--- config.mk ---
export PLATFORM = sky130hd
export DESIGN_NAME = mips_main_control_fsm
export DESIGN_NICKNAME = d
export VERILOG_FILES = /design/src/rtl/mips_ctrl_pkg.sv /design/src/rtl/mips_mem_wait_timer.sv /design/src/rtl/mips_main_control_fsm.sv
export SDC_FILE = /design/constraint.sdc
export NUM_CORES = 1
export LEC_CHECK = 0
export CAP_MARGIN = 40
export CORE_MARGIN = 3
export CORE_UTILIZATION = 50
export DETAILED_ROUTE_END_ITERATION = 6
export PLACE_DENSITY = 0.82
export RECOVER_POWER = 50
export SLEW_MARGIN = 20
export SYNTH_ARGS = -nofsm -noshare
export SYNTH_HDL_FRONTEND = slang
export SYNTH_SLANG_ARGS = --single-unit
--- constraint.sdc ---
create_clock -name clk -period 3.31 [get_ports clk]
set_input_delay 0.8275 -clock clk [delete_from_list [all_inputs] [get_ports clk]]
set_output_delay 0.8275 -clock clk [all_outputs]
set_load 0.03 [all_outputs]
--- src/rtl/mips_ctrl_pkg.sv ---
// Opcodes, state encoding and the control bundle shared by the
// multi-cycle MIPS main control FSM and its helpers.
package mips_ctrl_pkg;

    localparam logic [5:0] OP_RTYPE = 6'b000000;
    localparam logic [5:0] OP_LW    = 6'b100011;
    localparam logic [5:0] OP_SW    = 6'b101011;
    localparam logic [5:0] OP_BEQ   = 6'b000100;
    localparam logic [5:0] OP_J     = 6'b000010;
    localparam logic [5:0] OP_ADDI  = 6'b001000;

    localparam logic [1:0] ALUOP_ADD   = 2'b00;
    localparam logic [1:0] ALUOP_SUB   = 2'b01;
    localparam logic [1:0] ALUOP_FUNCT = 2'b10;

    localparam logic [1:0] SRCB_RT     = 2'b00;
    localparam logic [1:0] SRCB_FOUR   = 2'b01;
    localparam logic [1:0] SRCB_IMM    = 2'b10;
    localparam logic [1:0] SRCB_IMM_SH = 2'b11;

    localparam logic [1:0] PCSRC_ALUOUT = 2'b01;
    localparam logic [1:0] PCSRC_JUMP   = 2'b10;

    typedef enum logic [3:0] {
        FETCH     = 4'd0,
        DECODE    = 4'd1,
        MEM_ADDR  = 4'd2,
        MEM_READ  = 4'd3,
        MEM_WB    = 4'd4,
        MEM_WRITE = 4'd5,
        EXECUTE   = 4'd6,
        RTYPE_WB  = 4'd7,
        BRANCH    = 4'd8,
        JUMP      = 4'd9,
        ADDI_EXEC = 4'd10,
        ADDI_WB   = 4'd11
    } state_t;

    typedef struct packed {
        logic       pcWrite;
        logic       pcWriteCond;
        logic [1:0] pcSource;
        logic       iorD;
        logic       memRead;
        logic       memWrite;
        logic       irWrite;
        logic       regDst;
        logic       memToReg;
        logic       regWrite;
        logic       aluSrcA;
        logic [1:0] aluSrcB;
        logic [1:0] aluInstruct;
        logic       instrDone;
        logic       illegalOp;
        logic       memError;
    } ctrl_t;

    function automatic logic is_wait_state(state_t s);
        return s inside {FETCH, MEM_READ, MEM_WRITE};
    endfunction

endpackage

--- src/rtl/mips_mem_wait_timer.sv ---
// Counts consecutive not-ready cycles in a memory wait state and flags
// expiry on the last allowed cycle; MEM_TIMEOUT=0 disables expiry.
module mips_mem_wait_timer #(
    parameter int MEM_TIMEOUT = 255,
    parameter int TIMEOUT_W   = 8
) (
    input  logic clk,
    input  logic reset,
    input  logic active,
    input  logic memReady,
    output logic expired
);

    localparam logic [TIMEOUT_W-1:0] LAST =
        TIMEOUT_W'(MEM_TIMEOUT > 0 ? MEM_TIMEOUT - 1 : 0);

    logic [TIMEOUT_W-1:0] wait_cnt;

    assign expired = (MEM_TIMEOUT != 0) && active && !memReady
                     && (wait_cnt == LAST);

    // Held at zero outside wait states, so entering one starts from zero.
    always_ff @(posedge clk or posedge reset) begin
        if (reset)
            wait_cnt <= '0;
        else if (!active || memReady || expired)
            wait_cnt <= '0;
        else if (wait_cnt != '1)
            wait_cnt <= wait_cnt + TIMEOUT_W'(1);
    end

endmodule

--- src/rtl/mips_main_control_fsm.sv ---
// Multi-cycle MIPS main control: sequences fetch/decode/execute/mem/wb
// and drives datapath enables plus the ALUOp field for ALU control.
module mips_main_control_fsm #(
    parameter int MEM_TIMEOUT = 255,
    parameter int TIMEOUT_W   = 8
) (
    input  logic       clk,
    input  logic       reset,
    input  logic [5:0] opcode,
    input  logic       memReady,
    output logic       pcWrite,
    output logic       pcWriteCond,
    output logic [1:0] pcSource,
    output logic       iorD,
    output logic       memRead,
    output logic       memWrite,
    output logic       irWrite,
    output logic       regDst,
    output logic       memToReg,
    output logic       regWrite,
    output logic       aluSrcA,
    output logic [1:0] aluSrcB,
    output logic [1:0] aluInstruct,
    output logic       instrDone,
    output logic       illegalOp,
    output logic       memError
);

    import mips_ctrl_pkg::*;

    state_t state, next;
    ctrl_t  c, ctrl;
    logic   expired;

    mips_mem_wait_timer #(
        .MEM_TIMEOUT(MEM_TIMEOUT),
        .TIMEOUT_W  (TIMEOUT_W)
    ) u_timer (
        .clk     (clk),
        .reset   (reset),
        .active  (is_wait_state(state)),
        .memReady(memReady),
        .expired (expired)
    );

    always_ff @(posedge clk or posedge reset) begin
        if (reset)
            state <= FETCH;
        else
            state <= next;
    end

    always_comb begin
        next = state;
        c    = '0;
        unique case (state)
            FETCH: begin
                c.memRead     = 1'b1;
                c.aluSrcB     = SRCB_FOUR;
                c.aluInstruct = ALUOP_ADD;
                c.irWrite     = memReady;
                c.pcWrite     = memReady;
                if (memReady)
                    next = DECODE;
            end
            DECODE: begin
                c.aluSrcB     = SRCB_IMM_SH;
                c.aluInstruct = ALUOP_ADD;
                case (opcode)
                    OP_RTYPE:     next = EXECUTE;
                    OP_LW, OP_SW: next = MEM_ADDR;
                    OP_BEQ:       next = BRANCH;
                    OP_J:         next = JUMP;
                    OP_ADDI:      next = ADDI_EXEC;
                    default: begin
                        c.illegalOp = 1'b1;
                        next        = FETCH;
                    end
                endcase
            end
            MEM_ADDR: begin
                c.aluSrcA     = 1'b1;
                c.aluSrcB     = SRCB_IMM;
                c.aluInstruct = ALUOP_ADD;
                next = (opcode == OP_SW) ? MEM_WRITE : MEM_READ;
            end
            MEM_READ: begin
                c.memRead = 1'b1;
                c.iorD    = 1'b1;
                if (memReady)
                    next = MEM_WB;
                else if (expired)
                    next = FETCH;
            end
            MEM_WB: begin
                c.memToReg  = 1'b1;
                c.regWrite  = 1'b1;
                c.instrDone = 1'b1;
                next = FETCH;
            end
            MEM_WRITE: begin
                c.memWrite  = 1'b1;
                c.iorD      = 1'b1;
                c.instrDone = memReady;
                if (memReady || expired)
                    next = FETCH;
            end
            EXECUTE: begin
                c.aluSrcA     = 1'b1;
                c.aluSrcB     = SRCB_RT;
                c.aluInstruct = ALUOP_FUNCT;
                next = RTYPE_WB;
            end
            RTYPE_WB: begin
                c.regDst    = 1'b1;
                c.regWrite  = 1'b1;
                c.instrDone = 1'b1;
                next = FETCH;
            end
            BRANCH: begin
                c.aluSrcA     = 1'b1;
                c.aluInstruct = ALUOP_SUB;
                c.pcWriteCond = 1'b1;
                c.pcSource    = PCSRC_ALUOUT;
                c.instrDone   = 1'b1;
                next = FETCH;
            end
            JUMP: begin
                c.pcWrite   = 1'b1;
                c.pcSource  = PCSRC_JUMP;
                c.instrDone = 1'b1;
                next = FETCH;
            end
            ADDI_EXEC: begin
                c.aluSrcA     = 1'b1;
                c.aluSrcB     = SRCB_IMM;
                c.aluInstruct = ALUOP_ADD;
                next = ADDI_WB;
            end
            ADDI_WB: begin
                c.regWrite  = 1'b1;
                c.instrDone = 1'b1;
                next = FETCH;
            end
            default: next = FETCH;
        endcase
        c.memError = expired;
    end

    // Reset must silence the Moore outputs of FETCH immediately.
    assign ctrl = reset ? '0 : c;

    assign pcWrite     = ctrl.pcWrite;
    assign pcWriteCond = ctrl.pcWriteCond;
    assign pcSource    = ctrl.pcSource;
    assign iorD        = ctrl.iorD;
    assign memRead     = ctrl.memRead;
    assign memWrite    = ctrl.memWrite;
    assign irWrite     = ctrl.irWrite;
    assign regDst      = ctrl.regDst;
    assign memToReg    = ctrl.memToReg;
    assign regWrite    = ctrl.regWrite;
    assign aluSrcA     = ctrl.aluSrcA;
    assign aluSrcB     = ctrl.aluSrcB;
    assign aluInstruct = ctrl.aluInstruct;
    assign instrDone   = ctrl.instrDone;
    assign illegalOp   = ctrl.illegalOp;
    assign memError    = ctrl.memError;

endmodule

Word-level counts from Yosys, hierarchy flattened --
Index checks and enable logic that the tools add are counted.
Word-level totals: flip-flop bits (word level) 12, bits in latches 0, memory bits (writable) 0, memory bits (read-only) 0, input port bits 9, output and inout bits 19, word-level logic and storage cells 70, memories 0
Cells by class: $add $sub $neg 1, multiply operators 0, div/mod/pow operators 0, magnitude comparators 0, equal/unequal tests 21, shifts and indexed selects 0, muxes and demuxes 26, bitwise gates (word level) 0, reduce and logical (&&, ||, !) cells 20
Operators with widths (count):
- 4-bit case mux with 7 select lines | 1
- 4-bit case mux with 5 select lines | 1
- 19-bit two-way mux | 1
- 4-bit by 3-bit equality test with 1-bit output, second input constant | 4
- 4-bit equality test, second input constant | 4
- 4-bit two-way mux | 4
- 8-bit two-way mux | 2
- 6-bit equality test, second input constant | 2
- 1-bit two-way mux | 11
- 8-bit by 1-bit adder with 8-bit output, second input constant | 1
- 4-bit by 2-bit equality test with 1-bit output, second input constant | 2
- 8-bit equality test, second input constant | 1
- 8-bit inequality test, second input constant | 1
- 2-bit case mux with 2 select lines | 2
- 2-bit OR reduction | 4
- 6-bit by 2-bit equality test with 1-bit output, second input constant | 1
- 6-bit by 3-bit equality test with 1-bit output, second input constant | 1
- 6-bit by 4-bit equality test with 1-bit output, second input constant | 1
- 6-bit logical NOT | 1
- 2-bit case mux with 3 select lines | 1
- 6-bit OR reduction | 1
- 5-bit OR reduction | 1
- 4-bit by 1-bit equality test with 1-bit output, second input constant | 1
- 4-bit logical NOT | 1
- other kinds (13) | 18

Logic depth before layout (Yosys ltp) --
word-level depth 7, depth in mapped cells 6

Modules after synthesis --
Synthesis repeated with hierarchy kept, for this count alone.
Unflattened totals: cells, all modules 142, area, all modules 1136.1 µm²
Modules (own cells, without submodules):
- mips_main_control_fsm | instances 1, cells an instance 92, area each 616.8 µm²
- mips_mem_wait_timer | instances 1, cells an instance 50, area each 519.2 µm²

Least setup slack after synthesis --
Ideal clock, no wire load.
kind input-to-output, start in reset, end out aluSrcA, data arrival time 2.590 ns, required time 2.483 ns, slack -0.107 ns, cell stages on the path 2, path buffers 1, cell sequence clkbuf_1 > a2111oi_0
On the way: word-level cells in the longest chain between the ends 1
RTL lines:
- start, declared | line mips_main_control_fsm.sv:8 | input logic reset,
- 19-bit two-way mux | line mips_main_control_fsm.sv:151 | assign ctrl = reset ? '0 : c;
- end, declared | line mips_main_control_fsm.sv:21 | output logic aluSrcA,
Every way passes these cells.

Worst setup path after layout --
start in opcode[0], end out illegalOp
On the way: word-level cells in the longest chain between the ends 5
RTL lines:
- start, declared | line mips_main_control_fsm.sv:9 | input logic [5:0] opcode,
- 6-bit equality test (tied with other cells) | line mips_main_control_fsm.sv:69 | case (opcode)
- 6-bit OR reduction (no line) (*)
- 1-bit two-way mux (*) | line mips_main_control_fsm.sv:69
- 1-bit two-way mux (*) | line mips_main_control_fsm.sv:56 | unique case (state)
- 19-bit two-way mux (*) | line mips_main_control_fsm.sv:151
- end, declared | line mips_main_control_fsm.sv:25 | output logic illegalOp,
Every way passes the cells marked *; elsewhere a longest branch is shown, timed or not.

==> flow_summary.ini <==
[sta]
finalCriticalPeriod_ps = 3260
period_share_pct = 98.3
fmax_ghz = 0.307
timing.hold.ws_ps = 571
worstMarginPinSlew_ps = 627
maxSlewHeadroom_pct = 58.2
hold_viol = 0
finalClockSkew_ps = 0.116
final-max-slew-violation-count = 0
setup_viol = 0
rsz0062_at_grt = false

[power_and_ir_drop]
p_seq_share_pct = 30.2
switchingPower_w = 0.000361
p_leak_nw = 0.691
pwr-share-comb_pct = 58.1
power_density_nw_per_um2 = 538
intPower_w = 0.000387
max-vdd-ir-drop_mv = 0.385
p_clk_share_pct = 11.7
p_sw_share_pct = 48.3
finalPower_w = 0.000749

[die]
die_h_um = 51.7
initial_utilization_pct = 56.9
die_w_um = 51.7
rows = 15
dieArea_um2 = 2680
core_area_um2 = 1840
io-pin-count = 28

[yosys]
synth.area.top_cells = dfrtp_1, nor3_1, nor2_1
synthFlopType = dfrtp_1
synth_seq_cells = 12
synthCells = 133
yosysMostFrequentCell = nor2_1
syn_area_per_cell_um2 = 7.86
syn-num-nets = 144
ys_seq_area_share_pct = 28.7
synth_async_sr_flop_share_pct = 100
yosys-top-cells-count = nor2_1, dfrtp_1, nor3_1
synthDistinctLibCells = 43
yosysTopAreaCellShare_pct = 28.7
ys_warn_count = 0
synth_edf_count = 0
syn-cell-area_um2 = 1050
synth_top_cell_by_area = dfrtp_1

[clocking]
cts_sinks = 12
clockRootBuffer = clkbuf_4
cts_setup_buffers = 0
htreeDepth = 1
clkTransAtPathRegs_ps = 70
cts-buffers-inserted = 3
clockBufferDepth = 2
clock_latency_ps = 270
cts_tree = yes

[run]
max_cap_viol_count = 0

[cells_and_area]
fillers = 153
area_growth_pct = 33.0
antenna_cells = 0
drive_above_1_share_pct = 17.5
finalInstanceArea_um2 = 1390
nets = 179
final_cells = 191

[route]
drtIter0Drc = 27
routedWlPerCell_um = 14.8
vias_per_cell = 6.09
drcViolationCount = 0
routed_wl_um = 2830
drtPass1Iterations = 4
vias = 1164
ant_nets = 0

[grt]
grt_overflow_total = 0
grt_first_pass_wirelength_um = 4890
grt_max_degree = 19
grt_pass1_vias = 1094
grt_usage_pct = 23.9
antenna_found_initial = 0

[setup_path]
cp.required_ps = 2480
critPathArrivalTime_ps = 2430
setup.worst_path.start_class = primary input
endpoint_kind = primary output
path_class = primary input to primary output
crit_fanout = 2

[hold_path]
min_path_type = flop to flop

[placement]
place_hpwl_um = 2220
port_buffers = 27
place_area_um2 = 1370
gp_congestion = 0.818
dp.cells = 188

[outcome]
status = finished clean
[kinds of logic (layout without fill, tap and decap cells)]
logic type               after synthesis  after routing  share of synthesized area [%]
AO/OA/AOI/OAI                         29             29                           19.3
XOR/XNOR                               6              6                           5.02
adder cells (fa/ha/maj)                2              2                           2.39
buffers and inverters                 15             48                           8.01
flip-flops                            12             12                           28.7
AND/OR/NAND/NOR                       69             69                           36.6
[stage by stage]
step | setup TNS [ps] | utilization [%] | worst slack, ps
after global routing | 0 | 75.6 | 12.3
final | 0 | 75.6 | 54.9
after global placement | -125 | 74.3 | -125
after detailed placement | -182 | 74.3 | -182
after floorplan | 0 | - | 276
after CTS | 0 | 75.4 | 4.65
[placed cells by master, fill, tap and decap left out, drive strengths merged, types with 5 or more instances in the layout]
master / instances
dfrtp: 12
nor2: 14
and3: 6
dlymetal6s2s: 6
clkdlybuf4s50: 11
nand2: 11
clkbuf: 5
nor3: 12
buf: 20
a21oi: 6
[worst paths after layout]
kind / startpoint / to / slack (ps) / cells past startpoint
setup / recovery: opcode[0] / illegalOp / 50 / 5
hold / removal: u_timer.wait_cnt[7] / u_timer.wait_cnt[7] / 570 / 2
setup reg to reg: state[1] / u_timer.wait_cnt[2] / 1400 / 5
hold reg to reg: u_timer.wait_cnt[7] / u_timer.wait_cnt[7] / 570 / 2
max in group asynchronous: reset / u_timer.wait_cnt[0] / 1680 / 4
min in group asynchronous: reset / state[0] / 1230 / 4
[power groups by stage]
stage	Sequential, W	Combinational (W)	Clock (W)
floorplan	0.000193	0.000331	0
global placement	0.000225	0.000429	0
detailed placement	0.000228	0.000442	0
CTS	0.000225	0.000439	0.0000880
global route	0.000233	0.000470	0.0000993
finish	0.000226	0.000435	0.0000879
[registers in the layout, indices dropped and copies added, names as in the netlist]
| register | flops |
|---|---|
| u_timer.wait_cnt | 8 |
| state | 4 |
[cell type report]
class | count | area (µm²) | area share, %
repair buffers | 41 | 362 | 26.0
inverters | 4 | 15.0 | 1.08
well taps | 25 | 31.3 | 2.25
flip-flops and latches | 12 | 300 | 21.6
clock buffers | 3 | 22.5 | 1.62
multi-input cells | 106 | 661 | 47.5
[timing repair]
item / in CTS / in global routing
hold endpoints to repair: 0 / 0
resized for setup: 1 / 6
endpoints found under the setup margin: 1 / 6
hold buffers: 0 / 0
[worst max-delay path, stage by stage]
cell             delay, ps
clkdlybuf4s50_1        420
or3_1                  400
o311ai_0               350
nor2_1                  70
dlygate4sd2_1          360
[layer usage]
layer | part of all wire, % | GRT usage [%]
met1 | 42 | 30.8
met3 | 5.8 | 5.73
met2 | 52 | 40.0
met4 | 0.46 | 6.11
met5 | 0 | 0
No activity file was read; power rests on OpenSTA's default activity.
